$ cat src/rtl/fpt_core_scheduler.sv
// Round-robin scheduler that time-shares one psi_fpt_core between the PMOD stream (port 0)
// and the nRF swarm relay (port 1), with a veto-triggered no-issue hold-off window.
module fpt_core_scheduler #(
   parameter int unsigned CORE_LAT  = 4,
   parameter int unsigned VETO_HOLD = 1000,
   parameter int unsigned DW        = 16
) (
   input  logic          clk_100mhz,
   input  logic          rst,
   input  logic          s0_valid,
   output logic          s0_ready,
   input  logic [DW-1:0] s0_scrape,
   input  logic [DW-1:0] s0_motor,
   input  logic          s1_valid,
   output logic          s1_ready,
   input  logic [DW-1:0] s1_scrape,
   input  logic [DW-1:0] s1_motor,
   output logic          core_valid,
   output logic [DW-1:0] core_scrape,
   output logic [DW-1:0] core_motor,
   input  logic [DW-1:0] core_correction,
   input  logic          core_veto,
   output logic          resp_valid,
   input  logic          resp_ready,
   output logic          resp_id,
   output logic [DW-1:0] resp_correction,
   output logic          resp_veto,
   output logic          holdoff,
   output logic          busy,
   output logic [7:0]    veto_count
);

   localparam int unsigned LW = 4;
   localparam int unsigned HW = 16;
   localparam logic [LW-1:0] LAT_LOAD  = LW'(CORE_LAT - 1);
   localparam logic [HW-1:0] HOLD_LOAD = HW'(VETO_HOLD - 1);

   typedef enum logic [2:0] {StIdle, StIssue, StWait, StResp, StHold} state_t;

   state_t        state_q, state_d;
   logic          last_grant_q;
   logic [LW-1:0] lat_cnt_q;
   logic [HW-1:0] hold_cnt_q;
   logic          grant_vld;
   logic          grant_port;

   // Under contention the port that did not win last time goes first.
   always_comb begin
      grant_vld = s0_valid | s1_valid;
      if (s0_valid && s1_valid) begin
         grant_port = ~last_grant_q;
      end else begin
         grant_port = s1_valid;
      end
   end

   always_ff @(posedge clk_100mhz or posedge rst) begin
      if (rst) begin
         state_q <= StIdle;
      end else begin
         state_q <= state_d;
      end
   end

   always_comb begin
      state_d    = state_q;
      s0_ready   = 1'b0;
      s1_ready   = 1'b0;
      core_valid = 1'b0;
      resp_valid = 1'b0;
      case (state_q)
         StIdle: begin
            if (grant_vld) begin
               s0_ready = ~grant_port;
               s1_ready = grant_port;
               state_d  = StIssue;
            end
         end
         StIssue: begin
            core_valid = 1'b1;
            state_d    = StWait;
         end
         StWait: begin
            if (lat_cnt_q == '0) begin
               state_d = StResp;
            end
         end
         StResp: begin
            resp_valid = 1'b1;
            if (resp_ready) begin
               state_d = resp_veto ? StHold : StIdle;
            end
         end
         StHold: begin
            if (hold_cnt_q == '0) begin
               state_d = StIdle;
            end
         end
         default: state_d = StIdle;
      endcase
   end

   assign busy = (state_q != StIdle);

   always_ff @(posedge clk_100mhz or posedge rst) begin
      if (rst) begin
         last_grant_q    <= 1'b1;
         core_scrape     <= '0;
         core_motor      <= '0;
         resp_id         <= 1'b0;
         resp_correction <= '0;
         resp_veto       <= 1'b0;
         lat_cnt_q       <= '0;
         hold_cnt_q      <= '0;
         holdoff         <= 1'b0;
         veto_count      <= '0;
      end else begin
         holdoff <= (state_d == StHold);
         case (state_q)
            StIdle: begin
               if (grant_vld) begin
                  core_scrape  <= grant_port ? s1_scrape : s0_scrape;
                  core_motor   <= grant_port ? s1_motor : s0_motor;
                  resp_id      <= grant_port;
                  last_grant_q <= grant_port;
               end
            end
            StIssue: lat_cnt_q <= LAT_LOAD;
            StWait: begin
               // Core outputs are only meaningful CORE_LAT cycles after the strobe.
               if (lat_cnt_q == '0) begin
                  resp_correction <= core_correction;
                  resp_veto       <= core_veto;
                  if (core_veto && (veto_count != 8'hFF)) begin
                     veto_count <= veto_count + 8'd1;
                  end
               end else begin
                  lat_cnt_q <= lat_cnt_q - LW'(1);
               end
            end
            StResp: begin
               if (resp_ready && resp_veto) begin
                  hold_cnt_q <= HOLD_LOAD;
               end
            end
            StHold: begin
               if (hold_cnt_q != '0) begin
                  hold_cnt_q <= hold_cnt_q - HW'(1);
               end
            end
            default: ;
         endcase
      end
   end

endmodule

$ cat config.mk
export PLATFORM = sky130hd
export DESIGN_NAME = fpt_core_scheduler
export DESIGN_NICKNAME = d
export VERILOG_FILES = /design/src/rtl/fpt_core_scheduler.sv
export SDC_FILE = /design/constraint.sdc
export NUM_CORES = 1
export LEC_CHECK = 0
export BUFFER_PORTS_ARGS = -buffer_cell sky130_fd_sc_hd__buf_4
export CORE_UTILIZATION = 35
export DETAILED_ROUTE_END_ITERATION = 8
export PLACE_DENSITY_LB_ADDON = 0.3
export RECOVER_POWER = 25
export SYNTH_ARGS = -nofsm -noshare
export SYNTH_HDL_FRONTEND = slang
export SYNTH_SLANG_ARGS = --single-unit
$ cat constraint.sdc
create_clock -name clk_100mhz -period 5.55 [get_ports clk_100mhz]
set_clock_uncertainty 0.2 [all_clocks]
set_input_delay 1.11 -clock clk_100mhz [delete_from_list [all_inputs] [get_ports clk_100mhz]]
set_output_delay 1.11 -clock clk_100mhz [all_outputs]
set_load 0.05 [all_outputs]
; ---- After elaboration in Yosys (flattened, before gate mapping)
; Cells that the tools add are included.
[totals]
register_bits = 83
inputBits = 86
output_inout_bits = 64
wordCells = 61
[classes]
n_addsub = 3
eq_ne = 9
n_mux = 20
n_bitwise = 3
n_reduce_logical = 15
[op_table]
columns = op, n
row1 = $mux W16, 4
row2 = $pmux W16 S2, 1
row3 = $logic_not A16 Y1, 1
row4 = $reduce_bool A16 Y1, 1
row5 = $sub A16 B1 Y16 const B, 1
row6 = $mux W3, 5
row7 = $pmux W3 S5, 1
row8 = $add A8 B1 Y8 const B, 1
row9 = $ne A8 B8 Y1 const B, 1
row10 = $pmux W4 S2, 1
row11 = $mux W1, 7
row12 = $eq A3 B2 Y1 const B, 2
row13 = $eq A3 B3 Y1 const B, 2
row14 = $ne A2 B2 Y1 const B, 3
row15 = $reduce_and A2 Y1, 3
row16 = $reduce_and A3 Y1, 2
row17 = $logic_not A4 Y1, 1
row18 = $mux W4, 1
row19 = $reduce_bool A2 Y1, 2
row20 = $sub A4 B1 Y4 const B, 1
row21 = $eq A3 B1 Y1 const B, 1
row22 = $logic_and A1 B1 Y1, 3
row23 = $logic_not A3 Y1, 1
row24 = $reduce_bool A3 Y1, 1
row25 = other kinds (2), 3

; ---- Depth between registers and ports, before layout
[logic_depth]
word_depth = 5
depth_mapped = 8

; ---- Least setup slack after synthesis
; Ideal clock, no wire load.
[synth_timing]
kind = input port to output port
from = input port s1_valid
to = output port s0_ready
t_arrival_ns = 1.802
required_time_ns = 4.240
setup_slack_ns = 2.438
stages = 4
path_cell_list = nand2b_1 > and3_1 > clkbuf_1 > buf_2
[synth_via]
elab_chain_len = 5
word_cells_on_any_way = 6
cone_classes = 3 x mux / 2 x bitwise / 1 x reduce/logical
[synth_rtl]
columns = element, line_no
row1 = "start, declared", 14  ; input logic s1_valid,
row2 = $logic_and A1 B1 Y1, 50  ; if (s0_valid && s1_valid) begin
row3 = $mux W1, 50
row4 = $not A1 Y1, 74  ; s0_ready = ~grant_port;
row5 = $mux W1 (*), 73  ; if (grant_vld) begin
row6 = $mux W1 (*), 71  ; case (state_q)
row7 = "end, declared", 11  ; output logic s0_ready,
; Every way passes the cells marked *; elsewhere a longest branch is shown, timed or not.

; ---- Worst setup path after layout
[layout_timing]
from = register state_q[1]
to = output port s1_ready
[layout_via]
elab_chain_len = 2
[layout_rtl]
columns = element, line_no
row1 = "start, declared", 40  ; state_t state_q, state_d;
row2 = "start signal, assigned", 59  ; state_q <= StIdle;
row3 = "start signal, assigned", 61  ; state_q <= state_d;
row4 = $logic_not A3 Y1, 71
row5 = $mux W1, 71
row6 = "end, declared", 15  ; output logic s1_ready,
; Every way passes these cells.

==> results.py <==
metrics = {
    "drt": {
        "vias": 3266,
        "ant_nets": 0,
        "drc": 2,
        "drtIter0Drc": 299,
        "vias_per_cell": 5.28,
        "wl_per_cell_um": 15.1,
        "totalWireLength_um": 9360,
        "dr.pass1.iters": 9,
    },
    "clocking": {
        "cts_tree": "done",
        "htree_num_levels": 3,
        "cts_buffers": 9,
        "cts_buffer_depth": 2,
        "ctsHoldBuffers": 0,
        "worstSkewPairLatency_ps": 340,
        "cts_setup_buffers": 0,
        "cts-resized-gates": 0,
        "clk_pin_slew_ps": 80,
        "cts_root_buf": "clkbuf_8",
        "numClockSinks": 83,
    },
    "final_layout": {
        "final_layout_size_suffix_gt1_share_pct": 39.6,
        "synthToLayoutAreaGrowth_pct": 38.4,
        "fin_cells": 618,
        "multi_input_area_um2": 1480,
        "fillers": 948,
        "seqCellArea_um2": 2080,
        "final_area_um2": 5260,
        "nets": 567,
        "antennaDiodeCount": 0,
    },
    "outcome": {
        "status": "finished with violations",
        "violations": "DRC, capacitance limit, slew limit",
    },
    "die": {
        "die-area_um2": 11300,
        "ios": 150,
        "initial_core_util_pct": 36.5,
        "core-area_um2": 10400,
        "die-width_um": 106,
        "chipHeight_um": 106,
        "fp-row-count": 37,
    },
    "synthesis": {
        "seq_area_frac_synth_pct": 54.7,
        "syn_nets": 421,
        "syn_area_per_cell_um2": 11.5,
        "ys_warn_count": 0,
        "synthCells": 331,
        "synth_cell_type_count": 53,
        "netlist_area_um2": 3800,
        "synth_seq_cells": 83,
        "synth_edf_count": 0,
        "synth-async-reset-ratio_pct": 100,
        "ys.flop_type": "dfrtp_1",
    },
    "global_routing": {
        "grt_max_degree": 54,
        "grt_overflow_total": 0,
        "antenna_found_initial": 0,
        "grt_pass1_wl_um": 15000,
        "grt_pass1_vias": 3222,
        "grt_usage_pct": 16.7,
    },
    "placement": {
        "place_inst": 602,
        "portBuffers": 149,
        "hpwl_um": 6700,
        "gp_congestion": 0.763,
        "place_area_um2": 5040,
    },
    "timing": {
        "hold_viol": 0,
        "slew_headroom_pct": -7.04,
        "timing.final.crit_share_pct": 67.2,
        "setup_violations": 0,
        "slew_viol_final": 36,
        "finalSetupTns_ps": 0,
        "timing.hold.ws_ps": 296,
        "fmax_mhz": 268,
        "layout_min_cycle_time_ps": 3730,
        "rsz0062_at_grt": "no",
        "worstMarginPinSlew_ps": 1610,
    },
    "hold_path": {
        "hp-start": "core_motor[13]",
        "hp-class": "reg -> reg",
        "hold_depth": 2,
        "whs_endpoint": "core_motor[13]",
    },
    "run": {
        "cap_viol_max_count": 1,
    },
    "worst_setup_path": {
        "cp_slowest_stage_delay_ps": 660,
        "path_delay_family": "simple AND/OR/NAND/NOR gates",
        "reg2reg_to": "core_scrape[2]",
        "required_ps": 4240,
        "r2r-start": "state_q[1]",
        "rrSetupSlack_ps": 2780,
        "startpoint_type": "flop",
        "crit_path_cell_trace": "nor3_1, and3_1, buf_4",
        "cp_num_buf_inv": 1,
        "arrival_ps": 2420,
        "critPathKind": "reg -> out",
        "crit_fanout": 17,
        "critPathCaptureType": "output port",
        "slowest_stage": "and3_1",
        "r2r_cells": 5,
    },
    "power_and_ir_drop": {
        "p_per_area_nw_per_um2": 614,
        "p_total_mw": 3.23,
        "irDropWorstVdd_v": 0.000333,
        "p_leak_nw": 2.66,
    },
}
## power by group
part           switching (mW)  internal (mW)
Clock                   0.220          0.280
Combinational            1.10          0.560
Sequential              0.211          0.857
## synthesized netlist by cell type (3+ instances only)
library cell	number	area (um2)
ha_1	4	50.1
nor4_1	3	18.8
clkbuf_1	8	30.0
o21ai_1	3	15.0
o31ai_1	4	30.0
dfrtp_1	82	2050
mux2_1	5	56.3
nor3b_1	3	22.5
nor3_1	7	35.0
mux2_2	13	146
and3_1	4	25.0
xor2_1	6	52.6
inv_1	41	154
nor2_1	14	52.6
or3_1	3	18.8
mux2i_1	7	70.1
buf_2	8	40.0
or4_1	5	37.5
nand2_1	12	45.0
a222oi_1	32	320
o21ai_0	7	35.0
nand3_1	8	40.0
a31oi_1	3	18.8
a21oi_1	11	55.1
## state kept, by name, indices dropped and copies added (netlist names)
name and cells:
resp_id 1, core_motor 16, state_q 3, lat_cnt_q 4
core_scrape 16, holdoff 1, resp_veto 1, resp_correction 16
hold_cnt_q 16, veto_count 8, last_grant_q 1
## routing by layer
| metal | share of wire (%) | wire, um | GRT usage (%) | vias up |
|---|---|---|---|---|
| met5 | 0 | 0 | 0 | - |
| met4 | 1.3 | 119 | 6.45 | 0 |
| met3 | 6.9 | 642 | 4.17 | 10 |
| met2 | 48 | 4490 | 28.2 | 124 |
| met1 | 44 | 4100 | 20.6 | 1606 |
| li1 | - | - | - | 1526 |
## final cells by class
cell class                      instances  area share (%)
Timing Repair Buffer                  153            21.7
Multi-Input combinational cell        189            28.1
Inverter                               41            2.95
Clock buffer                           11            2.88
Clock inverter                          5            1.59
Sequential cell                        83            39.5
Tap cell                              136            3.24
## placed cells by master (no fill, tap or decap), types with 4 or more instances in the layout
cell type	Yosys	final
o31ai_1	4	4
nand2_1	12	13
buf_4	2	150
and3_1	4	4
a222oi_1	32	32
mux2_2	13	13
clkbuf_8	0	11
ha_1	4	4
dfrtp_1	82	82
or4_1	5	5
a21oi_1	11	11
mux2_1	5	5
nand3_1	8	8
mux2i_1	7	7
nor2_1	14	14
inv_1	41	40
nor3_1	7	7
xor2_1	6	6
o21ai_0	7	8
## tightest hold or removal path, cell delays in order, from the launching register on
cell and delay [ps]:
dfrtp_1 350, a222oi_1 70, inv_1 50
## worst max-delay path by stage
stage | cells after the start | end | from | slack, ps
after CTS | 3 | s1_ready | state_q[1] | 1800
after detailed placement | 4 | s1_ready | s0_valid | 2070
after floorplan | 1 | core_motor[0] | rst | 2100
final | 3 | s1_ready | state_q[1] | 1820
after global placement | 4 | s1_ready | s0_valid | 2100
after global routing | 3 | s1_ready | state_q[1] | 1700
## through the flow
step / utilization [%] / worst slack (ps)
CTS: 50.6 / 1800
finish: 50.5 / 1820
global placement: 48.4 / 2100
floorplan: - / 2100
global route: 50.5 / 1700
detailed placement: 48.4 / 2070
## logic make-up (layout without fill, tap and decap cells)
kind of cell | Yosys count | in the layout | synth area share (%)
XOR/XNOR | 7 | 7 | 1.61
buffers and inverters | 59 | 210 | 6.29
AND/OR/NAND/NOR | 77 | 77 | 12.5
flip-flops | 83 | 83 | 54.7
multiplexers | 25 | 25 | 7.18
adder cells (fa/ha/maj) | 4 | 4 | 1.32
AO/OA/AOI/OAI | 76 | 76 | 16.4
Note: power is estimated with default switching activity, not from simulation.
